[src/rtl/nec_ir_transmitter_if.sv]
// Request/status bundle between a frame source and the NEC IR transmitter.
interface nec_ir_transmitter_if;
    logic       tx_start;
    logic       tx_repeat;
    logic [7:0] tx_addr;
    logic [7:0] tx_cmd;
    logic       tx_busy;
    logic       tx_done;
    logic       IRDA_TXD;

    modport master (
        output tx_start, tx_repeat, tx_addr, tx_cmd,
        input  tx_busy, tx_done, IRDA_TXD
    );

    modport slave (
        input  tx_start, tx_repeat, tx_addr, tx_cmd,
        output tx_busy, tx_done, IRDA_TXD
    );
endinterface

[src/rtl/nec_ir_transmitter.sv]
// NEC infrared frame transmitter: full frames (leader, addr, ~addr, cmd, ~cmd, stop) and repeat frames.
// Optional 38 kHz carrier modulation of the mark envelope when IR_CARRIER_EN is defined.
//
// state      | meaning
// IDLE       | waiting for tx_start / tx_repeat
// LEAD_MARK  | 16T leader mark
// LEAD_SPACE | 8T leader space (full frame)
// REP_SPACE  | 4T leader space (repeat frame)
// BIT_MARK   | 1T mark preceding every data bit
// BIT_SPACE  | 1T (bit 0) or 3T (bit 1) space
// STOP_MARK  | 1T closing mark
module nec_ir_transmitter #(
    parameter int UNIT_CYCLES  = 28125,
    parameter int CARRIER_HALF = 658
) (
    input  logic                CLOCK_50,
    input  logic                RESET_N,
    nec_ir_transmitter_if.slave ir
);

    localparam logic [2:0] IDLE       = 3'd0;
    localparam logic [2:0] LEAD_MARK  = 3'd1;
    localparam logic [2:0] LEAD_SPACE = 3'd2;
    localparam logic [2:0] REP_SPACE  = 3'd3;
    localparam logic [2:0] BIT_MARK   = 3'd4;
    localparam logic [2:0] BIT_SPACE  = 3'd5;
    localparam logic [2:0] STOP_MARK  = 3'd6;

    localparam int DW = $clog2(16 * UNIT_CYCLES);

    localparam logic [DW-1:0] LIM_16T = DW'(16 * UNIT_CYCLES - 1);
    localparam logic [DW-1:0] LIM_8T  = DW'(8 * UNIT_CYCLES - 1);
    localparam logic [DW-1:0] LIM_4T  = DW'(4 * UNIT_CYCLES - 1);
    localparam logic [DW-1:0] LIM_3T  = DW'(3 * UNIT_CYCLES - 1);
    localparam logic [DW-1:0] LIM_1T  = DW'(UNIT_CYCLES - 1);

    if (UNIT_CYCLES < 1 || CARRIER_HALF < 1) begin : g_bad_param
        $error("nec_ir_transmitter: UNIT_CYCLES and CARRIER_HALF must be at least 1");
    end

    logic [2:0]    state_q, state_d;
    logic [DW-1:0] dur_q, dur_d;
    logic [31:0]   shift_q, shift_d;
    logic [5:0]    bits_q, bits_d;
    logic          rep_q, rep_d;
    logic          busy_q, busy_d;
    logic          done_q, done_d;
    logic          txd_q, txd_d;
    logic [DW-1:0] limit;
    logic          dur_end;
    logic          mark_d;

    always_comb begin
        limit = LIM_1T;
        case (state_q)
            LEAD_MARK:  limit = LIM_16T;
            LEAD_SPACE: limit = LIM_8T;
            REP_SPACE:  limit = LIM_4T;
            BIT_SPACE:  limit = shift_q[0] ? LIM_3T : LIM_1T;
            default:    limit = LIM_1T;
        endcase
    end

    assign dur_end = (dur_q == limit);

    always_comb begin
        state_d = state_q;
        dur_d   = dur_q + DW'(1);
        shift_d = shift_q;
        bits_d  = bits_q;
        rep_d   = rep_q;
        done_d  = 1'b0;
        case (state_q)
            IDLE: begin
                dur_d = '0;
                // tx_start wins over tx_repeat; a repeat leaves the data registers untouched
                if (ir.tx_start) begin
                    shift_d = {~ir.tx_cmd, ir.tx_cmd, ~ir.tx_addr, ir.tx_addr};
                    bits_d  = 6'd0;
                    rep_d   = 1'b0;
                    state_d = LEAD_MARK;
                end else if (ir.tx_repeat) begin
                    rep_d   = 1'b1;
                    state_d = LEAD_MARK;
                end
            end
            LEAD_MARK: begin
                if (dur_end) state_d = rep_q ? REP_SPACE : LEAD_SPACE;
            end
            LEAD_SPACE: begin
                if (dur_end) state_d = BIT_MARK;
            end
            REP_SPACE: begin
                if (dur_end) state_d = STOP_MARK;
            end
            BIT_MARK: begin
                if (dur_end) state_d = BIT_SPACE;
            end
            BIT_SPACE: begin
                if (dur_end) begin
                    shift_d = {1'b0, shift_q[31:1]};
                    bits_d  = bits_q + 6'd1;
                    state_d = (bits_q == 6'd31) ? STOP_MARK : BIT_MARK;
                end
            end
            STOP_MARK: begin
                if (dur_end) begin
                    state_d = IDLE;
                    done_d  = 1'b1;
                end
            end
            default: begin
                state_d = IDLE;
                dur_d   = '0;
            end
        endcase
        if (state_d != state_q) dur_d = '0;
    end

    assign mark_d = (state_d == LEAD_MARK) || (state_d == BIT_MARK) || (state_d == STOP_MARK);
    assign busy_d = (state_d != IDLE);

`ifdef IR_CARRIER_EN
    localparam int CW = $clog2(CARRIER_HALF + 1);
    localparam logic [CW-1:0] CAR_LIM = CW'(CARRIER_HALF - 1);

    logic [CW-1:0] car_cnt_q, car_cnt_d;
    logic          car_ph_q, car_ph_d;

    // every mark is entered from a non-mark state, so a state change into mark restarts on a high half
    always_comb begin
        car_cnt_d = '0;
        car_ph_d  = 1'b0;
        if (mark_d && (state_d != state_q)) begin
            car_cnt_d = '0;
            car_ph_d  = 1'b1;
        end else if (mark_d) begin
            if (car_cnt_q == CAR_LIM) begin
                car_cnt_d = '0;
                car_ph_d  = ~car_ph_q;
            end else begin
                car_cnt_d = car_cnt_q + CW'(1);
                car_ph_d  = car_ph_q;
            end
        end
    end

    always_ff @(posedge CLOCK_50 or negedge RESET_N) begin
        if (!RESET_N) begin
            car_cnt_q <= '0;
            car_ph_q  <= 1'b0;
        end else begin
            car_cnt_q <= car_cnt_d;
            car_ph_q  <= car_ph_d;
        end
    end

    assign txd_d = mark_d & car_ph_d;
`else
    assign txd_d = mark_d;
`endif

    always_ff @(posedge CLOCK_50 or negedge RESET_N) begin
        if (!RESET_N) begin
            state_q <= IDLE;
            dur_q   <= '0;
            shift_q <= '0;
            bits_q  <= '0;
            rep_q   <= 1'b0;
            busy_q  <= 1'b0;
            done_q  <= 1'b0;
            txd_q   <= 1'b0;
        end else begin
            state_q <= state_d;
            dur_q   <= dur_d;
            shift_q <= shift_d;
            bits_q  <= bits_d;
            rep_q   <= rep_d;
            busy_q  <= busy_d;
            done_q  <= done_d;
            txd_q   <= txd_d;
        end
    end

    assign ir.tx_busy  = busy_q;
    assign ir.tx_done  = done_q;
    assign ir.IRDA_TXD = txd_q;

endmodule

[src/flat_wrapper.sv]
// flat-port wrapper written by rule: the top's interface ports become plain ports
module nec_ir_transmitter_flat 
#(
    parameter int UNIT_CYCLES  = 28125,
    parameter int CARRIER_HALF = 658
)
  (CLOCK_50, RESET_N, ir_tx_start, ir_tx_repeat, ir_tx_addr, ir_tx_cmd, ir_tx_busy, ir_tx_done, ir_IRDA_TXD);
  nec_ir_transmitter_if ir_i ();
  input  logic CLOCK_50;
  input  logic RESET_N;
  input wire logic [$bits(ir_i.tx_start)-1:0] ir_tx_start;
  input wire logic [$bits(ir_i.tx_repeat)-1:0] ir_tx_repeat;
  input wire logic [$bits(ir_i.tx_addr)-1:0] ir_tx_addr;
  input wire logic [$bits(ir_i.tx_cmd)-1:0] ir_tx_cmd;
  output wire logic [$bits(ir_i.tx_busy)-1:0] ir_tx_busy;
  output wire logic [$bits(ir_i.tx_done)-1:0] ir_tx_done;
  output wire logic [$bits(ir_i.IRDA_TXD)-1:0] ir_IRDA_TXD;
  assign ir_i.tx_start = ir_tx_start;
  assign ir_i.tx_repeat = ir_tx_repeat;
  assign ir_i.tx_addr = ir_tx_addr;
  assign ir_i.tx_cmd = ir_tx_cmd;
  assign ir_tx_busy = ir_i.tx_busy;
  assign ir_tx_done = ir_i.tx_done;
  assign ir_IRDA_TXD = ir_i.IRDA_TXD;
  nec_ir_transmitter #(.UNIT_CYCLES(UNIT_CYCLES), .CARRIER_HALF(CARRIER_HALF)) u_core (.CLOCK_50(CLOCK_50), .RESET_N(RESET_N), .ir(ir_i));
endmodule
[config.mk]
export PLATFORM = sky130hd
export DESIGN_NAME = nec_ir_transmitter_flat
export DESIGN_NICKNAME = d
export VERILOG_FILES = /design/src/rtl/nec_ir_transmitter_if.sv /design/src/rtl/nec_ir_transmitter.sv /design/src/flat_wrapper.sv
export SDC_FILE = /design/constraint.sdc
export NUM_CORES = 1
export LEC_CHECK = 0
export CELL_PAD_IN_SITES_DETAIL_PLACEMENT = 1
export CELL_PAD_IN_SITES_GLOBAL_PLACEMENT = 1
export CORE_UTILIZATION = 42
export CTS_CLUSTER_SIZE = 40
export DETAILED_ROUTE_END_ITERATION = 10
export PLACE_DENSITY_LB_ADDON = 0.2
export SYNTH_ARGS = -nofsm -noshare
export SYNTH_HDL_FRONTEND = slang
export SYNTH_SLANG_ARGS = --single-unit
[constraint.sdc]
create_clock -name CLOCK_50 -period 2.15 [get_ports CLOCK_50]
set_clock_uncertainty 0.1 [all_clocks]
set_input_delay 0.215 -clock CLOCK_50 [delete_from_list [all_inputs] [get_ports CLOCK_50]]
set_output_delay 0.215 -clock CLOCK_50 [all_outputs]
set_load 0.005 [all_outputs]
==> out/qor.yml, run 1 <==
timing:
  holdWs_ns: 0.273
  timing.fmax_mhz: 380
  rsz0062_at_grt: "true"
  setup_viol: 63
  tightest_slew_ns: 0.538
  layout_setup_ws_ns: -0.479
  maxSlewViolCount: 0
  hold_viol: 0
  min_period_ns: 2.63
  slew_headroom_pct: 64.1
  post-route-period-util_pct: 122
power_and_ir_drop:
  p_per_area_nw_per_um2: 522
  p_leak_nw: 1.98
  power.total_mw: 2.43
  irDropWorstVdd_uv: 424
drt:
  routedWlPerCell_um: 23.5
  vias_per_cell: 6.00
  drc_errors: 0
  first_pass_iters: 5
  wirelength_mm: 12.1
  ant_nets: 0
  drt_iter0_markers: 191
  vias: 3074
yosys:
  syn_avg_cell_area_um2: 10.0
  synth_commonest_cells: "dfrtp_1 (64), nand2_1 (34), nor2_1 (29)"
  synth.most_common_cell: "dfrtp_1"
  synth_cell_types: 57
  ys_seq_area_share_pct: 49.1
  syn-num-nets: 348
  ys_warn_count: 0
  synth_seq_cells: 64
  synth_top_cell_by_area: "dfrtp_1"
  netlist_instances: 326
  synth-main-ff-cell: "dfrtp_1"
  yosysTopAreaCellShare_pct: 49.1
  async_flop_share_pct: 100
  netlist_area_um2: 3260
  yosys-top-cells-area: "dfrtp_1 (49%), o221a_1 (4.8%), nand2_1 (3.9%)"
  synth_edf_count: 0
worst_setup_path:
  critPathRequiredTime_ns: 2.29
  r2r_cells: 10
  rrSetupSlack_ns: -0.48
  cp-start-kind: "flop"
  critPathKind: "reg -> reg"
  reg2reg_to: "u_core.shift_q[28]"
  r2r_start: "u_core.state_q[1]"
  critPathCaptureType: "flop"
  crit_arrival_ns: 2.77
  cp_max_fo: 22
place:
  dp.cells: 482
  dpl.hpwl_mm: 6.27
  pre_cts_ws_ns: -0.382
  port_buffers: 22
  gp_congestion: 0.866
  dpl_cell_area_um2: 3950
clock_tree:
  root_buffer: "clkbuf_8"
  tritoncts: "yes"
  clock_latency_ns: 0.35
  path_clk_slew_ns: 0.08
  cts_made_buffers: 9
  cts-htree-levels: 3
  ctsLongestPathBuffers: 2
  cts_num_sinks: 64
final_layout:
  finalInstanceArea_um2: 4660
  drive_above_1_share_pct: 32.4
  num-nets-final: 431
  area_delta_synth_final_pct: 42.7
  n_antenna_cell: 0
  layout.cells.non_filler: 512
grt:
  grt_pass1_vias: 3166
  grt_pass1_wl_mm: 17.1
  grt-ovfl-total: 0
  grt_max_degree: 23
  antenna_found_initial: 0
  track_usage_pct: 27.3
run:
  timing.max_cap.violations: 0
die:
  design.core.area_um2: 7370
  die_h_um: 90.2
  dieWidth_um: 90.2
  rows: 31
  die_area_um2: 8130
  initial_core_util_pct: 44.3
  ioPinCount: 23
hold_path:
  hp-class: "in -> async"
run_status:
  violations: "setup timing"
  status: "finished, violations left"
==> cell usage in the layout (no fill, tap or decap), types with 4 or more instances in the layout <==
| cell type | Yosys | final |
|---|---|---|
| buf_12 | 0 | 6 |
| clkdlybuf4s50_1 | 0 | 21 |
| o21ai_0 | 12 | 7 |
| nor2_4 | 1 | 18 |
| and3_1 | 5 | 5 |
| xor2_1 | 10 | 10 |
| mux2i_1 | 4 | 4 |
| dfrtp_1 | 64 | 62 |
| clkbuf_8 | 0 | 9 |
| a31oi_1 | 5 | 5 |
| o221ai_2 | 0 | 5 |
| nand2b_1 | 4 | 4 |
| nand2_1 | 34 | 34 |
| buf_4 | 3 | 52 |
| inv_1 | 25 | 25 |
| a21oi_1 | 10 | 9 |
| o221a_1 | 14 | 14 |
| nand3b_1 | 4 | 4 |
| buf_6 | 4 | 7 |
| o221ai_1 | 14 | 9 |
| xnor2_1 | 9 | 8 |
| nand3_1 | 10 | 10 |
| nand4_1 | 4 | 4 |
| nor2_1 | 29 | 11 |
==> worst max-delay path by stage <==
stage	start	slack, ns	cells past startpoint	to
final	u_core.state_q[1]	-0.48	10	u_core.shift_q[28]
after global routing	u_core.state_q[1]	-0.57	10	u_core.bits_q[4]
after CTS	u_core.state_q[1]	-0.37	10	u_core.shift_q[28]
after global placement	u_core.state_q[1]	-0.31	9	u_core.ir.IRDA_TXD
after detailed placement	u_core.state_q[1]	-0.38	9	u_core.ir.IRDA_TXD
after floorplan	u_core.state_q[1]	-0.12	9	u_core.shift_q[10]
==> sequential cells by signal, summed over array words and instances, names as in the netlist <==
register	cells
u_core.rep_q	1
u_core.dur_q	19
u_core.ir.IRDA_TXD	1
u_core.ir.tx_done	1
u_core.state_q	3
u_core.bits_q	6
u_core.ir.tx_busy	1
u_core.shift_q	32
==> cells by family (layout without fill, tap and decap cells) <==
| group | Yosys count | count (layout) | share of synthesized area, % |
|---|---|---|---|
| compound gates | 75 | 75 | 18.5 |
| xor+xnor | 19 | 19 | 5.10 |
| fa+ha+maj | 2 | 2 | 0.766 |
| buf+inv | 44 | 131 | 6.63 |
| flops | 64 | 64 | 49.1 |
| mux | 4 | 4 | 1.23 |
| simple gates | 118 | 118 | 18.7 |
==> critical path, cell delays in order, from the launching register on <==
cell and delay, ns:
dfrtp_1 0.41, buf_6 0.16, and2b_2 0.24, a31oi_1 0.11
nor4_2 0.34, o2111ai_2 0.22, buf_4 0.21, nor2_4 0.17
nand3_4 0.13, buf_12 0.18, o221a_1 0.25
==> report_power, final <==
group | switching, mW | total (mW) | leakage [nW] | internal, mW
sequential | 0 | 1.20 | 0.749 | 1.20
combinational | 0.0327 | 0.0659 | 1.13 | 0.0332
clock | 0.519 | 1.16 | 0.109 | 0.645
total | 0.551 | 2.43 | 1.98 | 1.88
==> cell type report <==
type	instances	area, µm²
multi-input cells	218	1730
inverters	25	93.8
flip-flops and latches	64	1600
clock inverters	6	83.8
clock buffers	9	124
well taps	99	124
fillers	767	2710
repair buffers	91	895
==> metal layers <==
metal | part of all wire (%) | track usage (%) | vias to the layer above | wire (µm)
li1 | - | - | 1343 | -
met1 | 44 | 38.0 | 1559 | 5280
met2 | 47 | 42.7 | 132 | 5720
met3 | 5.8 | 4.99 | 40 | 705
met4 | 2.9 | 9.14 | 0 | 344
met5 | 0 | 0 | - | 0
==> stage by stage <==
stage / util [%] / setup TNS, ns
finish: 63.2 / -23.75
detailed placement: 53.5 / -18.39
global placement: 53.5 / -14.68
global route: 63.2 / -27.97
floorplan: - / -3.87
CTS: 59.6 / -18.35
==> repair_timing <==
action	CTS	global route
pin swaps	9	20
setup endpoints to repair	63	63
buffers inserted	7	4
hold buffers	1	0
gates cloned	2	1
endpoints found under the hold margin	20	0
gates resized for setup	28	50
Power figures use the tool's default switching activity.
==> run 2: changes to the inputs <==
--- a/config.mk
+++ b/config.mk
@@ -7,10 +7,11 @@
 export LEC_CHECK = 0
 export CELL_PAD_IN_SITES_DETAIL_PLACEMENT = 1
 export CELL_PAD_IN_SITES_GLOBAL_PLACEMENT = 1
-export CORE_UTILIZATION = 42
+export CORE_UTILIZATION = 46
 export CTS_CLUSTER_SIZE = 40
 export DETAILED_ROUTE_END_ITERATION = 10
 export PLACE_DENSITY_LB_ADDON = 0.2
 export SYNTH_ARGS = -nofsm -noshare
 export SYNTH_HDL_FRONTEND = slang
 export SYNTH_SLANG_ARGS = --single-unit
+export TNS_END_PERCENT = 30
==> constraint.sdc (replaced) <==
create_clock -name CLOCK_50 -period 2.5 [get_ports CLOCK_50]
set_clock_uncertainty 0.1 [all_clocks]
set_input_delay 0.25 -clock CLOCK_50 [delete_from_list [all_inputs] [get_ports CLOCK_50]]
set_output_delay 0.25 -clock CLOCK_50 [all_outputs]
set_load 0.005 [all_outputs]
==> out/qor.yml, run 2 (synthesis results as in run 1) <==
run_status:
  status: "finished, violations left"
  violations: "hold timing, setup timing"
final_layout:
  final_common_cell: "dfrtp_1"
  largest_register_ffs: 32  # unchanged
  n_antenna_cell: 0  # unchanged
  most-common-layout-cells: "dfrtp_1 (63), nand2_1 (34), nor2_1 (28), buf_4 (27), inv_1 (25)"
  regMostFlops: "u_core.shift_q"
  area_delta_synth_final_pct: 25.0
  drive_above_1_share_pct: 19.6  # -13 points
  layout.cells.non_filler: 474  # -7.4%
  num-nets-final: 395  # -8.4%
  reg_top3: "u_core.shift_q x32, u_core.dur_q x19, u_core.bits_q x6"
worst_setup_path:
  max_stage_delay_ns: 0.51  # +0.10 ns
  critPathCaptureType: "flop"
  r2r_start: "u_core.state_q[0]"
  crit_path_start: "u_core.state_q[0]"
  cp_max_fo: 16  # -27%
  critPathKind: "reg -> reg"
  cp-start-kind: "flop"
  crit_arrival_ns: 2.70  # -0.07 ns
  cp_cell_sequence: "buf_4 > and2b_1 > o21ai_0 > a31oi_1 > a2111o_1 > nor3_2 > or2b_4 > clkbuf_16 > o221a_1"
  path_buf_inv: 2  # -1
  critical-path-top-delay-family: "compound AO/OA/AOI/OAI gates"
  crit_slowest_cell: "a2111o_1"
  critPathRequiredTime_ns: 2.68  # +0.39 ns
die:
  ioPinCount: 23  # unchanged
  dieWidth_um: 86.2  # -4.3%
  design.core.area_um2: 6830  # -7.3%
  initial_core_util_pct: 47.8  # +3.5 points
  rows: 30  # -3.2%
  die_area_um2: 7440  # -8.5%
  die_h_um: 86.2  # -4.3%
drt:
  vias_per_cell: 5.68  # -5.3%
  drt_iter0_markers: 132  # -31%
  vias: 2694  # -12%
  drc_errors: 0  # unchanged
  routedWlPerCell_um: 18.4  # -22%
  ant_nets: 0  # unchanged
  wirelength_mm: 8.72  # -28%
  first_pass_iters: 4  # -1
clock_tree:
  cts_num_sinks: 64  # unchanged
  path_clk_slew_ns: 0.08  # about the same
  cts-htree-levels: 3  # unchanged
  ctsLongestPathBuffers: 2  # unchanged
  cts_hold_buf: 0  # -1
  root_buffer: "clkbuf_8"
  clock_latency_ns: 0.35  # about the same
  post-cts-setup-buffers: 0  # -7
  tritoncts: "yes"
  cts_made_buffers: 9  # unchanged
power_and_ir_drop:
  internal_power_mw: 1.55  # -17%
  clkPwrFrac_pct: 46.5  # -1.3 points
  p_comb_share_pct: 2.6  # about the same
  netSwitchingFraction_pct: 23.6  # +0.93 points
  power.switching_mw: 0.479  # -13%
  p_per_area_nw_per_um2: 498  # -4.7%
  p_leak_nw: 1.77  # -11%
  p_seq_share_pct: 50.9  # +1.4 points
  irDropWorstVdd_uv: 281  # -34%
timing:
  timing.fmax_mhz: 396  # +4.1%
  post-route-period-util_pct: 101  # -21 points
  min_period_ns: 2.52  # -0.104 ns
  setup_viol: 6  # -90%
  tightest_slew_ns: 0.832  # +0.294 ns
  maxSlewViolCount: 0  # unchanged
  slew_headroom_pct: 44.5  # -20 points
  hold_viol: 10  # +10
  setup_tns_ns: -0.0919  # +23.65 ns
  rsz0062_at_grt: "true"
  layout_setup_ws_ns: -0.0244  # +0.454 ns
  holdWs_ns: -0.0239  # -0.297 ns
grt:
  grt_pass1_vias: 2808  # -11%
  grt_pass1_wl_mm: 14.0  # -18%
  grt_max_degree: 65  # +180%
  antenna_found_initial: 0  # unchanged
  grt-ovfl-total: 0  # unchanged
  track_usage_pct: 24.5  # -2.8 points
place:
  pre_cts_ws_ns: -0.0427  # +0.339 ns
  port_buffers: 22  # unchanged
  gp_congestion: 0.933  # +7.8%
  dpl.hpwl_mm: 5.62  # -10%
  dp.cells: 456  # -5.4%
hold_path:
  hp-class: "in -> async"
run:
  timing.max_cap.violations: 0  # unchanged
[run 2: repair_timing]
| item | in CTS | in global routing |
|---|---|---|
| pin swaps | 4 | 6 |
| resized for setup | 5 | 15 |
| cloned | 0 | 2 |
| endpoints found under the setup margin | 32 | 59 |
[run 2: metal layers]
| metal | wire [µm] | vias to the layer above | track usage (%) |
|---|---|---|---|
| met5 | 0 | - | 0 |
| met4 | 113 | 0 | 8.48 |
| met3 | 268 | 11 | 5.33 |
| met2 | 4590 | 51 | 41.0 |
| met1 | 3750 | 1363 | 31.5 |
| li1 | - | 1269 | - |
[run 2: through the flow]
step	power (mW)	util (%)	area, µm²
finish	2.03	59.7	4080
detailed placement	1.11	54.9	3750
global route	2.10	59.7	4080
global placement	1.11	54.9	3750
CTS	2.04	58.1	3970
floorplan	1.06	-	3260
[run 2: path summary, 6_finish.rpt]
check                                      to  slack, ns  cells past startpoint
min reg2reg                  u_core.bits_q[0]       0.40                      1
max in group asynchronous   u_core.state_q[2]       1.75                      2
min                         u_core.ir.tx_busy      -0.02                      2
max                        u_core.shift_q[14]      -0.02                      9
max reg2reg                u_core.shift_q[14]      -0.02                      9
min in group CLOCK_50        u_core.bits_q[0]       0.40                      1
[run 2: cell type report]
class / instances / area [µm²]
Multi-Input combinational cell: 218 / 1520
Clock inverter: 6 / 67.6
Fill cell: 758 / 2750
Inverter: 25 / 93.8
Timing Repair Buffer: 55 / 539
Tap cell: 96 / 120
Clock buffer: 10 / 138
Sequential cell: 64 / 1600
[run 2: power groups by stage]
stage	registers (mW)	clock network [mW]	logic, mW
6_report	1.03	0.945	0.0518
5_1_grt	1.03	1.01	0.0578
4_1_cts	1.03	0.952	0.0537
3_5_place_dp	1.05	0	0.0536
3_3_place_gp	1.05	0	0.0523
2_1_floorplan	1.06	0	0.000697
[run 2: worst reg2reg max path, cell delays in order (launching register included)]
cell and delay [ns]:
dfrtp_1 0.44, buf_4 0.19, and2b_1 0.19, o21ai_0 0.08
a31oi_1 0.10, a2111o_1 0.51, nor3_2 0.25, or2b_4 0.20
clkbuf_16 0.18, o221a_1 0.21
==> run 3: changes to the inputs <==
--- a/config.mk
+++ b/config.mk
@@ -10,7 +10,10 @@
 export CORE_UTILIZATION = 46
 export CTS_CLUSTER_SIZE = 40
 export DETAILED_ROUTE_END_ITERATION = 10
+export GPL_ROUTABILITY_DRIVEN = 0
 export PLACE_DENSITY_LB_ADDON = 0.2
+export RECOVER_POWER = 25
+export REMOVE_ABC_BUFFERS = 1
 export SYNTH_ARGS = -nofsm -noshare
 export SYNTH_HDL_FRONTEND = slang
 export SYNTH_SLANG_ARGS = --single-unit
==> out/qor.yml, run 3 (synthesis results as in run 1) <==
run_status:
  status: "finished, violations left"
  violations: "setup timing"
final_layout:
  finalCoreUtilization_pct: 61.6  # +1.9 points
  largest_register_ffs: 32  # unchanged
  n_antenna_cell: 0  # unchanged
  regMostFlops: "u_core.shift_q"
  reg_top3: "u_core.shift_q x32, u_core.dur_q x19, u_core.bits_q x6"
  fillers: 760  # +0.26%
  drive_above_1_share_pct: 21.2  # +1.6 points
  final_common_cell: "dfrtp_1"
  multi_input_area_um2: 1590  # +4.7%
  area_delta_synth_final_pct: 29.0
  seq_area_um2: 1600  # unchanged
  num-nets-final: 400  # +1.3%
  most-common-layout-cells: "dfrtp_1 (63), nand2_1 (34), buf_4 (29), nor2_1 (28), inv_1 (25)"
  layout.cells.non_filler: 478  # +0.84%
hold_path:
  hp-class: "reg -> reg"
worst_setup_path:
  cp-start-kind: "flop"
  crit_arrival_ns: 2.74  # +0.04 ns
  max_stage_delay_ns: 0.48  # -0.03 ns
  crit_path_start: "u_core.state_q[1]"
  r2r_cells: 9  # unchanged
  reg2reg_to: "u_core.shift_q[24]"
  critPathCaptureType: "flop"
  crit_slowest_cell: "a2111o_1"
  critPathKind: "reg -> reg"
  cp_cell_sequence: "buf_6 > nand2b_1 > nor3_2 > a31oi_1 > a2111o_1 > nor2_4 > nand3_4 > clkbuf_16 > o221a_1"
  critPathRequiredTime_ns: 2.63  # -0.05 ns
  r2r_start: "u_core.state_q[1]"
  cp_max_fo: 9  # -7
  rrSetupSlack_ns: -0.11  # -0.09 ns
  endpoint: "u_core.shift_q[24]"
grt:
  grt_max_degree: 42  # -35%
  grt_pass1_wl_mm: 14.2  # +1.2%
  grt_pass1_vias: 2796  # -0.43%
  grt-ovfl-total: 0  # unchanged
  antenna_found_initial: 0  # unchanged
  track_usage_pct: 25.3  # +0.86 points
timing:
  maxSlewViolCount: 0  # unchanged
  rsz0062_at_grt: "true"
  layout_setup_ws_ns: -0.114  # -0.0898 ns
  tightest_slew_ns: 1.38  # +0.544 ns
  hold_viol: 0  # -10
  min_period_ns: 2.61  # +0.0898 ns
  slew_headroom_pct: 8.22  # -36 points
  timing.fmax_mhz: 383  # -3.4%
  setup_viol: 36  # +30
  setup_tns_ns: -2.22  # -2.12 ns
  post-route-period-util_pct: 105  # +3.6 points
drt:
  ant_nets: 0  # unchanged
  routedWlPerCell_um: 21.0  # +14%
  wirelength_mm: 10.0  # +15%
  vias: 2825  # +4.9%
  drt_iter0_markers: 160  # +21%
  first_pass_iters: 4  # unchanged
  vias_per_cell: 5.91  # +4.0%
  drc_errors: 0  # unchanged
place:
  dpl.hpwl_mm: 5.81  # +3.5%
  pre_cts_ws_ns: -0.0665  # -0.0238 ns
  dp.cells: 458  # +0.44%
  port_buffers: 22  # unchanged
clock_tree:
  cts_made_buffers: 9  # unchanged
  cts-htree-levels: 3  # unchanged
  path_clk_slew_ns: 0.07  # about the same
  clock_latency_ns: 0.34  # about the same
  ctsLongestPathBuffers: 2  # unchanged
  tritoncts: "yes"
  root_buffer: "clkbuf_8"
  cts_num_sinks: 64  # unchanged
die:
  design.core.area_um2: 6830  # unchanged
  die_h_um: 86.2  # unchanged
  ioPinCount: 23  # unchanged
  rows: 30  # unchanged
  initial_core_util_pct: 47.8  # unchanged
  dieWidth_um: 86.2  # unchanged
  die_area_um2: 7440  # unchanged
power_and_ir_drop:
  p_leak_nw: 1.83  # +2.9%
  irDropWorstVdd_uv: 290  # +3.2%
  power.total_mw: 2.07  # +1.7%
  p_per_area_nw_per_um2: 490  # -1.4%
run:
  timing.max_cap.violations: 0  # unchanged
run 3: worst min path at each step:
stage                          start            endpoint  slack [ns]  cells past startpoint
global placement             RESET_N   u_core.ir.tx_done        0.18                      1
global route            ir_tx_cmd[0]  u_core.shift_q[16]        0.43                      3
floorplan                    RESET_N    u_core.bits_q[0]       -0.15                      0
detailed placement           RESET_N   u_core.ir.tx_done        0.19                      1
CTS                          RESET_N   u_core.ir.tx_done        0.36                      2
finish              u_core.bits_q[0]    u_core.bits_q[0]        0.42                      1
run 3: layout make-up:
type	count	area share (%)
Clock buffer	9	2.94
Clock inverter	6	2.02
Inverter	25	2.23
Multi-Input combinational cell	218	37.8
Sequential cell	64	38.1
Tap cell	96	2.85
Timing Repair Buffer	60	14.1
run 3: what timing repair did:
action	in CTS	in global routing
gates cloned	0	2
pin swaps	2	8
hold buffers	1	0
hold endpoints to repair	23	0
setup buffers	1	1
setup endpoints to repair	35	56
gates resized for setup	6	23
run 3: stage by stage:
stage	cell area, µm²	hold WS (ns)
2_1_floorplan	3140	-0.146
3_3_place_gp	3770	0.178
3_5_place_dp	3770	0.187
4_1_cts	4020	0.358
5_1_grt	4210	0.432
6_report	4210	0.419
run 3: per-layer routing:
layer  routed length (µm)  global-route usage [%]  vias to the layer above
met5                    0                       0                        -
met3                  365                    3.71                       36
met1                 4350                    34.0                     1423
li1                     -                       -                     1275
met4                  489                    12.3                        0
met2                 4820                    40.5                       91
run 3: power by group:
group | internal (mW) | total, mW | switching (mW)
clock | 0.552 | 0.975 | 0.423
sequential | 1.03 | 1.03 | 0
combinational | 0.0296 | 0.0563 | 0.0267
total | 1.62 | 2.07 | 0.449
run 3: critical path, delay by kind of cell, from the launching register on:
kind / cells / cell delay (ns)
AO/OA/AOI/OAI: 3 / 0.85
AND/OR/NAND/NOR: 4 / 0.79
flip-flops: 1 / 0.41
buffers and inverters: 2 / 0.35
